### src/rtl/tri_raster_pkg.sv
// Shared types and widths for the triangle rasterizer.
// Optional feature macro: TRI_RASTER_BOTH_WIND_EN.
package tri_pkg;
  localparam int COORD_W = 12;
  localparam int EDGE_W = 2*COORD_W+3;

  typedef enum logic [1:0] {
    IDLE,
    SETUP,
    SCAN,
    FLUSH
  } state_t;
endpackage

### src/rtl/tri_raster_if.sv
// Covered-pixel stream: valid/ready handshake with x/y payload.
interface tri_raster_if #(
  parameter int W = tri_pkg::COORD_W
);
  logic         pix_valid;
  logic         pix_ready;
  logic [W-1:0] pix_x;
  logic [W-1:0] pix_y;

  modport master (
    output pix_valid,
    output pix_x,
    output pix_y,
    input  pix_ready
  );

  modport slave (
    input  pix_valid,
    input  pix_x,
    input  pix_y,
    output pix_ready
  );
endinterface

### src/rtl/tri_raster_edge.sv
// Edge function for directed edge P->Q at candidate (x,y).
// E = (x-Qx)*(Py-Qy) - (Px-Qx)*(y-Qy), exact signed result.
module tri_edge #(
  parameter int W = tri_pkg::COORD_W
) (
  input  logic [W-1:0]          px,
  input  logic [W-1:0]          py,
  input  logic [W-1:0]          qx,
  input  logic [W-1:0]          qy,
  input  logic [W-1:0]          x,
  input  logic [W-1:0]          y,
  output logic signed [2*W+2:0] e
);
  localparam int PW = 2*W+2;

  logic signed [PW-1:0] dx;
  logic signed [PW-1:0] dy;
  logic signed [PW-1:0] dpx;
  logic signed [PW-1:0] dpy;
  logic signed [PW-1:0] p0;
  logic signed [PW-1:0] p1;

  // zero-extend far enough that differences and products are exact
  always_comb begin
    dx  = $signed({{(W+2){1'b0}}, x})
        - $signed({{(W+2){1'b0}}, qx});
    dy  = $signed({{(W+2){1'b0}}, y})
        - $signed({{(W+2){1'b0}}, qy});
    dpx = $signed({{(W+2){1'b0}}, px})
        - $signed({{(W+2){1'b0}}, qx});
    dpy = $signed({{(W+2){1'b0}}, py})
        - $signed({{(W+2){1'b0}}, qy});
    p0  = dx * dpy;
    p1  = dpx * dy;
    e   = $signed({p0[PW-1], p0})
        - $signed({p1[PW-1], p1});
  end
endmodule

### src/rtl/tri_raster.sv
// Sequential triangle rasterizer: bbox scan, edge tests, pixel stream.
// Define TRI_RASTER_BOTH_WIND_EN to also cover clockwise triangles.
module tri_raster #(
  parameter int COORD_W = tri_pkg::COORD_W
) (
  input  logic                   clk,
  input  logic                   rst_n,
  input  logic                   start,
  input  logic [COORD_W-1:0]     ptAX,
  input  logic [COORD_W-1:0]     ptAY,
  input  logic [COORD_W-1:0]     ptBX,
  input  logic [COORD_W-1:0]     ptBY,
  input  logic [COORD_W-1:0]     ptCX,
  input  logic [COORD_W-1:0]     ptCY,
  output logic                   busy,
  output logic                   done,
  output logic [2*COORD_W-1:0]   pix_count,
  tri_raster_if.master           pix
);
  import tri_pkg::*;

  localparam int EW = 2*COORD_W+3;
  localparam logic [COORD_W-1:0] C1 = 1;
  localparam logic [2*COORD_W-1:0] N1 = 1;

  state_t state;

  logic [COORD_W-1:0] ax, ay, bx, by, cx, cy;
  logic [COORD_W-1:0] xmin, xmax, ymin, ymax;
  logic [COORD_W-1:0] rx, ry;

  logic signed [EW-1:0] e_ab, e_bc, e_ca;
  logic covered;
  logic free;
  logic last;

  function automatic logic [COORD_W-1:0] min3(
    input logic [COORD_W-1:0] a,
    input logic [COORD_W-1:0] b,
    input logic [COORD_W-1:0] c
  );
    logic [COORD_W-1:0] m;
    m = (a < b) ? a : b;
    return (m < c) ? m : c;
  endfunction

  function automatic logic [COORD_W-1:0] max3(
    input logic [COORD_W-1:0] a,
    input logic [COORD_W-1:0] b,
    input logic [COORD_W-1:0] c
  );
    logic [COORD_W-1:0] m;
    m = (a > b) ? a : b;
    return (m > c) ? m : c;
  endfunction

  tri_edge #(.W(COORD_W)) u_ab (
    .px(ax), .py(ay), .qx(bx), .qy(by),
    .x(rx), .y(ry), .e(e_ab)
  );

  tri_edge #(.W(COORD_W)) u_bc (
    .px(bx), .py(by), .qx(cx), .qy(cy),
    .x(rx), .y(ry), .e(e_bc)
  );

  tri_edge #(.W(COORD_W)) u_ca (
    .px(cx), .py(cy), .qx(ax), .qy(ay),
    .x(rx), .y(ry), .e(e_ca)
  );

  always_comb begin
    covered = !e_ab[EW-1] && !e_bc[EW-1]
           && !e_ca[EW-1];
`ifdef TRI_RASTER_BOTH_WIND_EN
    covered = covered
      || ((e_ab[EW-1] || e_ab == '0)
       && (e_bc[EW-1] || e_bc == '0)
       && (e_ca[EW-1] || e_ca == '0));
`endif
    free = !pix.pix_valid || pix.pix_ready;
    last = (rx == xmax) && (ry == ymax);
  end

  always_ff @(posedge clk or negedge rst_n) begin
    if (!rst_n) begin
      state         <= IDLE;
      busy          <= 1'b0;
      done          <= 1'b0;
      pix_count     <= '0;
      pix.pix_valid <= 1'b0;
      pix.pix_x     <= '0;
      pix.pix_y     <= '0;
      ax <= '0; ay <= '0;
      bx <= '0; by <= '0;
      cx <= '0; cy <= '0;
      xmin <= '0; xmax <= '0;
      ymin <= '0; ymax <= '0;
      rx <= '0; ry <= '0;
    end else begin
      done <= 1'b0;
      if (pix.pix_valid && pix.pix_ready)
        pix_count <= pix_count + N1;
      unique case (state)
        IDLE: begin
          if (start) begin
            ax <= ptAX; ay <= ptAY;
            bx <= ptBX; by <= ptBY;
            cx <= ptCX; cy <= ptCY;
            pix_count <= '0;
            busy      <= 1'b1;
            state     <= SETUP;
          end
        end
        SETUP: begin
          xmin  <= min3(ax, bx, cx);
          xmax  <= max3(ax, bx, cx);
          ymin  <= min3(ay, by, cy);
          ymax  <= max3(ay, by, cy);
          rx    <= min3(ax, bx, cx);
          ry    <= min3(ay, by, cy);
          state <= SCAN;
        end
        SCAN: begin
          if (free) begin
            if (covered) begin
              pix.pix_valid <= 1'b1;
              pix.pix_x     <= rx;
              pix.pix_y     <= ry;
            end else begin
              pix.pix_valid <= 1'b0;
            end
            if (last) begin
              state <= FLUSH;
            end else if (rx == xmax) begin
              rx <= xmin;
              ry <= ry + C1;
            end else begin
              rx <= rx + C1;
            end
          end
        end
        FLUSH: begin
          // last held point must drain before done
          if (free) begin
            pix.pix_valid <= 1'b0;
            done          <= 1'b1;
            busy          <= 1'b0;
            state         <= IDLE;
          end
        end
        default: state <= IDLE;
      endcase
    end
  end
endmodule

### src/flat_wrapper.sv
// flat-port wrapper written by rule: the top's interface ports become plain ports
module tri_raster_flat import tri_pkg::*;
#(
  parameter int COORD_W = tri_pkg::COORD_W
)
  (clk, rst_n, start, ptAX, ptAY, ptBX, ptBY, ptCX, ptCY, busy, done, pix_count, pix_pix_valid, pix_pix_x, pix_pix_y, pix_pix_ready);
  tri_raster_if #(.W(COORD_W)) pix_i ();
  input  logic clk;
  input  logic rst_n;
  input  logic start;
  input  logic [COORD_W-1:0] ptAX;
  input  logic [COORD_W-1:0] ptAY;
  input  logic [COORD_W-1:0] ptBX;
  input  logic [COORD_W-1:0] ptBY;
  input  logic [COORD_W-1:0] ptCX;
  input  logic [COORD_W-1:0] ptCY;
  output logic busy;
  output logic done;
  output logic [2*COORD_W-1:0] pix_count;
  output wire logic [$bits(pix_i.pix_valid)-1:0] pix_pix_valid;
  output wire logic [$bits(pix_i.pix_x)-1:0] pix_pix_x;
  output wire logic [$bits(pix_i.pix_y)-1:0] pix_pix_y;
  input wire logic [$bits(pix_i.pix_ready)-1:0] pix_pix_ready;
  assign pix_pix_valid = pix_i.pix_valid;
  assign pix_pix_x = pix_i.pix_x;
  assign pix_pix_y = pix_i.pix_y;
  assign pix_i.pix_ready = pix_pix_ready;
  tri_raster #(.COORD_W(COORD_W)) u_core (.clk(clk), .rst_n(rst_n), .start(start), .ptAX(ptAX), .ptAY(ptAY), .ptBX(ptBX), .ptBY(ptBY), .ptCX(ptCX), .ptCY(ptCY), .busy(busy), .done(done), .pix_count(pix_count), .pix(pix_i));
endmodule
### config.mk
export PLATFORM = sky130hd
export DESIGN_NAME = tri_raster_flat
export DESIGN_NICKNAME = d
export VERILOG_FILES = /design/src/rtl/tri_raster_pkg.sv /design/src/rtl/tri_raster_if.sv /design/src/rtl/tri_raster_edge.sv /design/src/rtl/tri_raster.sv /design/src/flat_wrapper.sv
export SDC_FILE = /design/constraint.sdc
export NUM_CORES = 2
export LEC_CHECK = 0
export ABC_AREA = 1
export CORE_MARGIN = 5
export CORE_UTILIZATION = 40
export CTS_CLUSTER_SIZE = 8
export DETAILED_ROUTE_END_ITERATION = 6
export PLACE_DENSITY = 0.6
export SETUP_SLACK_MARGIN = 0.2
export SKIP_CTS_REPAIR_TIMING = 1
export SYNTH_ARGS = -nofsm -noshare
export SYNTH_HDL_FRONTEND = slang
export SYNTH_SLANG_ARGS = --single-unit
### constraint.sdc
create_clock -name clk -period 10.5 [get_ports clk]
set_input_delay 3.15 -clock clk [delete_from_list [all_inputs] [get_ports clk]]
set_output_delay 3.15 -clock clk [all_outputs]
set_load 0.02 [all_outputs]
# After elaboration in Yosys (flattened, before gate mapping)
# Cells that the tools add are included.
dict set report word_totals {
  register_bits 185
  latch_bits 0
  ram_bits 0
  romBits 0
  in_bits 76
  out_inout_bits 51
  wordCells 113
  n_memories 0
}
dict set report classes {
  n_addsub 18
  n_mul 6
  div 0
  magnitude_cmp 8
  eq_ne 11
  n_shift 0
  mux 32
  bitwise_logic 0
  reduce_logical 20
}
# cell n
set op_table {}
lappend op_table {{$mux 12} 14}
lappend op_table {{$mul 13x13->26} 6}
lappend op_table {{$sub 12x12->13} 12}
lappend op_table {{$sub 26x26->27} 3}
lappend op_table {{$mux 24} 3}
lappend op_table {{$gt 12x12->1} 4}
lappend op_table {{$lt 12x12->1} 4}
lappend op_table {{$pmux 12 s2} 2}
lappend op_table {{$add 12x1->12 const B} 2}
lappend op_table {{$add 24x1->24 const B} 1}
lappend op_table {{$eq 12x12->1} 2}
lappend op_table {{$reduce_and 3->1} 4}
lappend op_table {{$mux 2} 4}
lappend op_table {{$ne 2x1->1 const B} 4}
lappend op_table {{$pmux 2 s4} 1}
lappend op_table {{$reduce_and 4->1} 2}
lappend op_table {{$mux 1} 6}
lappend op_table {{$reduce_bool 2->1} 3}
lappend op_table {{$eq 2x2->1 const B} 2}
lappend op_table {{$logic_and 1x1->1} 4}
lappend op_table {{$logic_not 1->1} 4}
lappend op_table {{$ne 2x2->1 const B} 2}
lappend op_table {{$pmux 1 s2} 2}
lappend op_table {{$eq 2x1->1 const B} 1}
lappend op_table {{3 further kinds} 3}

# Longest topological paths before layout
dict set report logic_depth {
  depth_word 9
  mapped_depth 45
  mapped_depth_nobuf 44
}

# By module
# From an unflattened synthesis, not the netlist that was laid out.
dict set report unflattened {
  hier_cells 7688
  area_unflattened_um2 60400.4
}
# module n_inst cells_each area_per_inst_um2 seq_area_each_um2
set modules_own_cells {}
lappend modules_own_cells {{tri_edge (u_core.u_ab)} 1 2091 16502.1 0.0}
lappend modules_own_cells {{tri_edge (u_core.u_ca)} 1 2081 16432.0 0.0}
lappend modules_own_cells {{tri_edge (u_core.u_bc)} 1 2076 16414.5 0.0}
lappend modules_own_cells {tri_raster 1 1440 11051.8 4629.4}

# Least setup slack after synthesis
# Ideal clock, no wire load.
dict set report synth_path {
  path_type {register -> register}
  start {register u_core.ax[0]}
  end {register u_core.pix.pix_y[1]}
  setup_ns 0.117
  t_arrival_ns 7.983
  required_time_ns 10.383
  path_slack_ns 2.400
  stages_incl_launch_ff 40
  path_buffers 2
  cell_sequence {dfrtp_1 -> inv_1 -> ha_1 -> inv_1 -> fa_1 -> nand3_1 -> and2_1 -> inv_1 -> a21oi_1 -> inv_1 -> a21oi_1 -> inv_1 -> clkbuf_1 -> nor2_1 -> inv_1 -> fa_1 -> inv_1 -> fa_1 -> (+4 left out) -> fa_1 -> inv_1 -> fa_1 -> inv_1 -> fa_1 -> inv_1 -> ha_1 -> nand3_1 -> nor3_1 -> and3_1 -> o21ai_0 -> nand2_1 -> nand3_1 -> nand2_2 -> nand3_4 -> buf_6 -> nand2_1 -> nand2_1}
}
dict set report synth_via {
  elab_chain_len 7
}
# element line_no
set synth_lines {}
lappend synth_lines {{from (decl)} tri_raster.sv:28} ;# logic [COORD_W-1:0] ax, ay, bx, by, cx, cy;
lappend synth_lines {{from (signal assigned)} tri_raster.sv:107} ;# ax <= ptAX; ay <= ptAY;
lappend synth_lines {{$sub 12x12->13} tri_raster_edge.sv:30} ;# - $signed({{(W+2){1'b0}}, qx});
lappend synth_lines {{$mul 13x13->26} tri_raster_edge.sv:34} ;# p1 = dpx * dy;
lappend synth_lines {{$sub 26x26->27} tri_raster_edge.sv:36} ;# - $signed({p1[PW-1], p1});
lappend synth_lines {{$logic_not 1->1} tri_raster.sv:73} ;# covered = !e_ab[EW-1] && !e_bc[EW-1]
lappend synth_lines {{$logic_and 1x1->1} tri_raster.sv:73}
lappend synth_lines {{$logic_and 1x1->1 *} tri_raster.sv:74} ;# && !e_ca[EW-1];
lappend synth_lines {{$reduce_and 3->1 (no line) *} n/a}
lappend synth_lines {{to (signal assigned)} tri_raster.sv:129} ;# pix.pix_y <= ry;
lappend synth_lines {{to (decl)} tri_raster_if.sv:13} ;# output pix_y,
# Every way passes the cells marked *; elsewhere a longest branch is shown, timed or not.
# A chain may end at the register's enable or synchronous reset.

# Final worst setup path
dict set report layout_path {
  start {register u_core.cx[0]}
  end {register u_core.pix.pix_y[10]}
}
dict set report layout_via {
  elab_chain_len 7
}
# element line_no
set layout_lines {}
lappend layout_lines {{from (decl)} tri_raster.sv:28}
lappend layout_lines {{from (signal assigned)} tri_raster.sv:109} ;# cx <= ptCX; cy <= ptCY;
lappend layout_lines {{$sub 12x12->13, on equally long branches} {tri_raster_edge.sv:26, tri_raster_edge.sv:30}}
lappend layout_lines {{$mul 13x13->26, on equally long branches} {tri_raster_edge.sv:33, tri_raster_edge.sv:34}}
lappend layout_lines {{$sub 26x26->27} tri_raster_edge.sv:36}
lappend layout_lines {{$logic_not 1->1} tri_raster.sv:73}
lappend layout_lines {{$logic_and 1x1->1} tri_raster.sv:73}
lappend layout_lines {{$logic_and 1x1->1 *} tri_raster.sv:74}
lappend layout_lines {{$reduce_and 3->1 (no line) *} n/a}
# Marks and branches as above.

==> results.sh <==
export IMPL_cp_slowest_cell="fa_1"
export IMPL_status="finished clean"
export IMPL_synth_most_common_cell="inv_1"
export IMPL_ioPinCount=127
export IMPL_hold_ws_ns=0.480
export IMPL_synthFlopType="dfrtp_1"
export IMPL_syn_area_per_cell_um2=8.25
export IMPL_firstDrtPassIters=6
export IMPL_synth_top_cell_area_share=0.425
export IMPL_clkLatencyLatePin_ns=0.46
export IMPL_seq_area_frac_synth=0.0839
export IMPL_worst_path_buf_inv=7
export IMPL_finalCritPeriodShare=0.926
export IMPL_criticalPathCategory="register to register"
export IMPL_synthTopCellsByCount="inv_1 (1,772), nand2_1 (1,178), fa_1 (1,173)"
export IMPL_grt_pass1_wl_um=264000
export IMPL_synth_seq_cells=185
export IMPL_worst_pin_slew_ns=1.05
export IMPL_cpMostUsedCell="fa_1"
export IMPL_htreeDepth=4
export IMPL_grt_ovfl_total=0
export IMPL_yosysTopAreaCell="fa_1"
export IMPL_final_util=0.432
export IMPL_vias_per_cell=5.03
export IMPL_final_max_slew_violation_count=0
export IMPL_final_hold_violation_count=0
export IMPL_fmax_ghz=0.103
export IMPL_grt_max_degree=83
export IMPL_core_um2=137000
export IMPL_critPathArrivalTime_ns=10.08
export IMPL_tritoncts="built"
export IMPL_die_h_um=382
export IMPL_n_fill_cell=13800
export IMPL_setup_viol=0
export IMPL_wl_per_cell_um=19.7
export IMPL_maxCapViolCount=0
export IMPL_synthesis_area_um2=55200
export IMPL_vias=43200
export IMPL_drc=0
export IMPL_area_growth_pct=7.41
export IMPL_placed_cells=8554
export IMPL_cts_buffers=17
export IMPL_clk_pin_slew_worst_paths_ns=0.08
export IMPL_fin_setup_tns_ns=0
export IMPL_cp_top_family="adder cells"
export IMPL_finalWirelength_um=169000
export IMPL_syn_inst=6693
export IMPL_crit_path_start_kind="register"
export IMPL_worst_path_max_fanout=26
export IMPL_drtAntennaViolNets=0
export IMPL_fin_cells=8590
export IMPL_hp_class="register to register"
export IMPL_die_x_um=382
export IMPL_dp_hpwl_um=147000
export IMPL_gp_congestion=0.968
export IMPL_synthDistinctLibCells=51
export IMPL_clockBufferDepth=2
export IMPL_core_rowCount=136
export IMPL_initial_utilization=0.402
export IMPL_crit_path_max_incr_delay_ns=0.63
export IMPL_async_reset_ff_frac=1.00
export IMPL_syn_nets=8485
export IMPL_grt_use_total=0.235
export IMPL_design_die_area_um2=146000
export IMPL_clkSinkCount=185
export IMPL_netlist_top_cells_area="fa_1 (43%), ha_1 (12%), inv_1 (12%)"
export IMPL_synth_edf_count=0
export IMPL_port_buffers=126
export IMPL_antenna_found_initial=8
export IMPL_cts_root_buf="clkbuf_16"
export IMPL_maxSlewHeadroom=0.297
export IMPL_end_kind="register"
export IMPL_grt_pass1_vias=45200
export IMPL_first_iter_violations=3132
export IMPL_yosys_warnings=0
export IMPL_finalNetCount=8571
export IMPL_clock_skew_ns=0.0138
export IMPL_required_ns=10.85
export IMPL_period_needed_ns=9.72
export IMPL_drive_gt1_frac=0.0284
export IMPL_rsz0062_at_grt="no"
[cells by family after synthesis]
logic type | Yosys count | share of synthesized area
simple gates | 2137 | 0.157
buf+inv | 1941 | 0.133
fa+ha+maj | 1716 | 0.548
compound gates | 590 | 0.0572
flops | 185 | 0.0839
xor+xnor | 124 | 0.0201
[tightest hold or removal path, stage by stage (launching register included)]
cell     delay [ns]
dfrtp_1        0.34
nand2_1        0.05
nand2_1        0.06
[stage by stage]
step           worst slack, ns  instance area, um2
3_5_place_dp             0.834               58700
5_1_grt                  0.252               59300
3_3_place_gp             0.938               58700
2_1_floorplan             2.40               55200
4_1_cts                  0.803               59300
6_report                 0.775               59300
[placed cells by master, fill, tap and decap left out, types with 60 or more instances in the layout]
cell type and count:
xor2_1 73, nor2_1 620, or2_2 60, nand2_1 1178, nand3_1 137, dfrtp_1 185, o21ai_0 218, a21oi_1 281
buf_4 63, inv_1 1771, clkdlybuf4s50_1 125, fa_1 1173, ha_1 543
[state kept, by name (all words and copies together), names as in the netlist]
signal,flops
u_core.pix.pix_y,12
u_core.state,2
u_core.cy,12
u_core.ay,12
u_core.busy,1
u_core.pix.pix_x,12
u_core.bx,12
u_core.ax,12
u_core.xmin,12
u_core.rx,12
u_core.done,1
u_core.pix.pix_valid,1
u_core.by,12
u_core.xmax,12
u_core.ry,12
u_core.cx,12
u_core.pix_count,24
u_core.ymax,12
[area by class of cell]
class | instances | area (um2) | area share
clock inverter | 14 | 170 | 0.00287
antenna | 4 | 10.0 | 0.000169
sequential | 185 | 4630 | 0.0781
inverter | 1819 | 6830 | 0.115
timing repair buffer | 189 | 1740 | 0.0293
clock buffer | 18 | 429 | 0.00724
multi-input combinational | 4567 | 43200 | 0.729
tap | 1794 | 2240 | 0.0379
[final timing paths]
| kind | startpoint | to | slack [ns] | cells past startpoint |
|---|---|---|---|---|
| min | u_core.xmin[5] | u_core.xmin[5] | 0.48 | 2 |
| max reg2reg | u_core.cx[0] | u_core.pix.pix_y[10] | 0.78 | 33 |
| max in group asynchronous | rst_n | u_core.bx[6] | 6.38 | 2 |
| max | u_core.cx[0] | u_core.pix.pix_y[10] | 0.78 | 33 |
| min reg2reg | u_core.xmin[5] | u_core.xmin[5] | 0.48 | 2 |
| min in group asynchronous | rst_n | u_core.cy[11] | 2.68 | 1 |
[metal layers]
layer  vias to the layer above  track usage  routed length [um]
met5                         -            0                  46
met4                         6       0.0820                7060
met3                       248       0.0743               17100
met2                      1545        0.361               73800
met1                     21500        0.316               70800
li1                      19900            -                   -
Power is not shown: default switching activity piles up to over one toggle a cycle in this logic, so the estimate is an artifact.
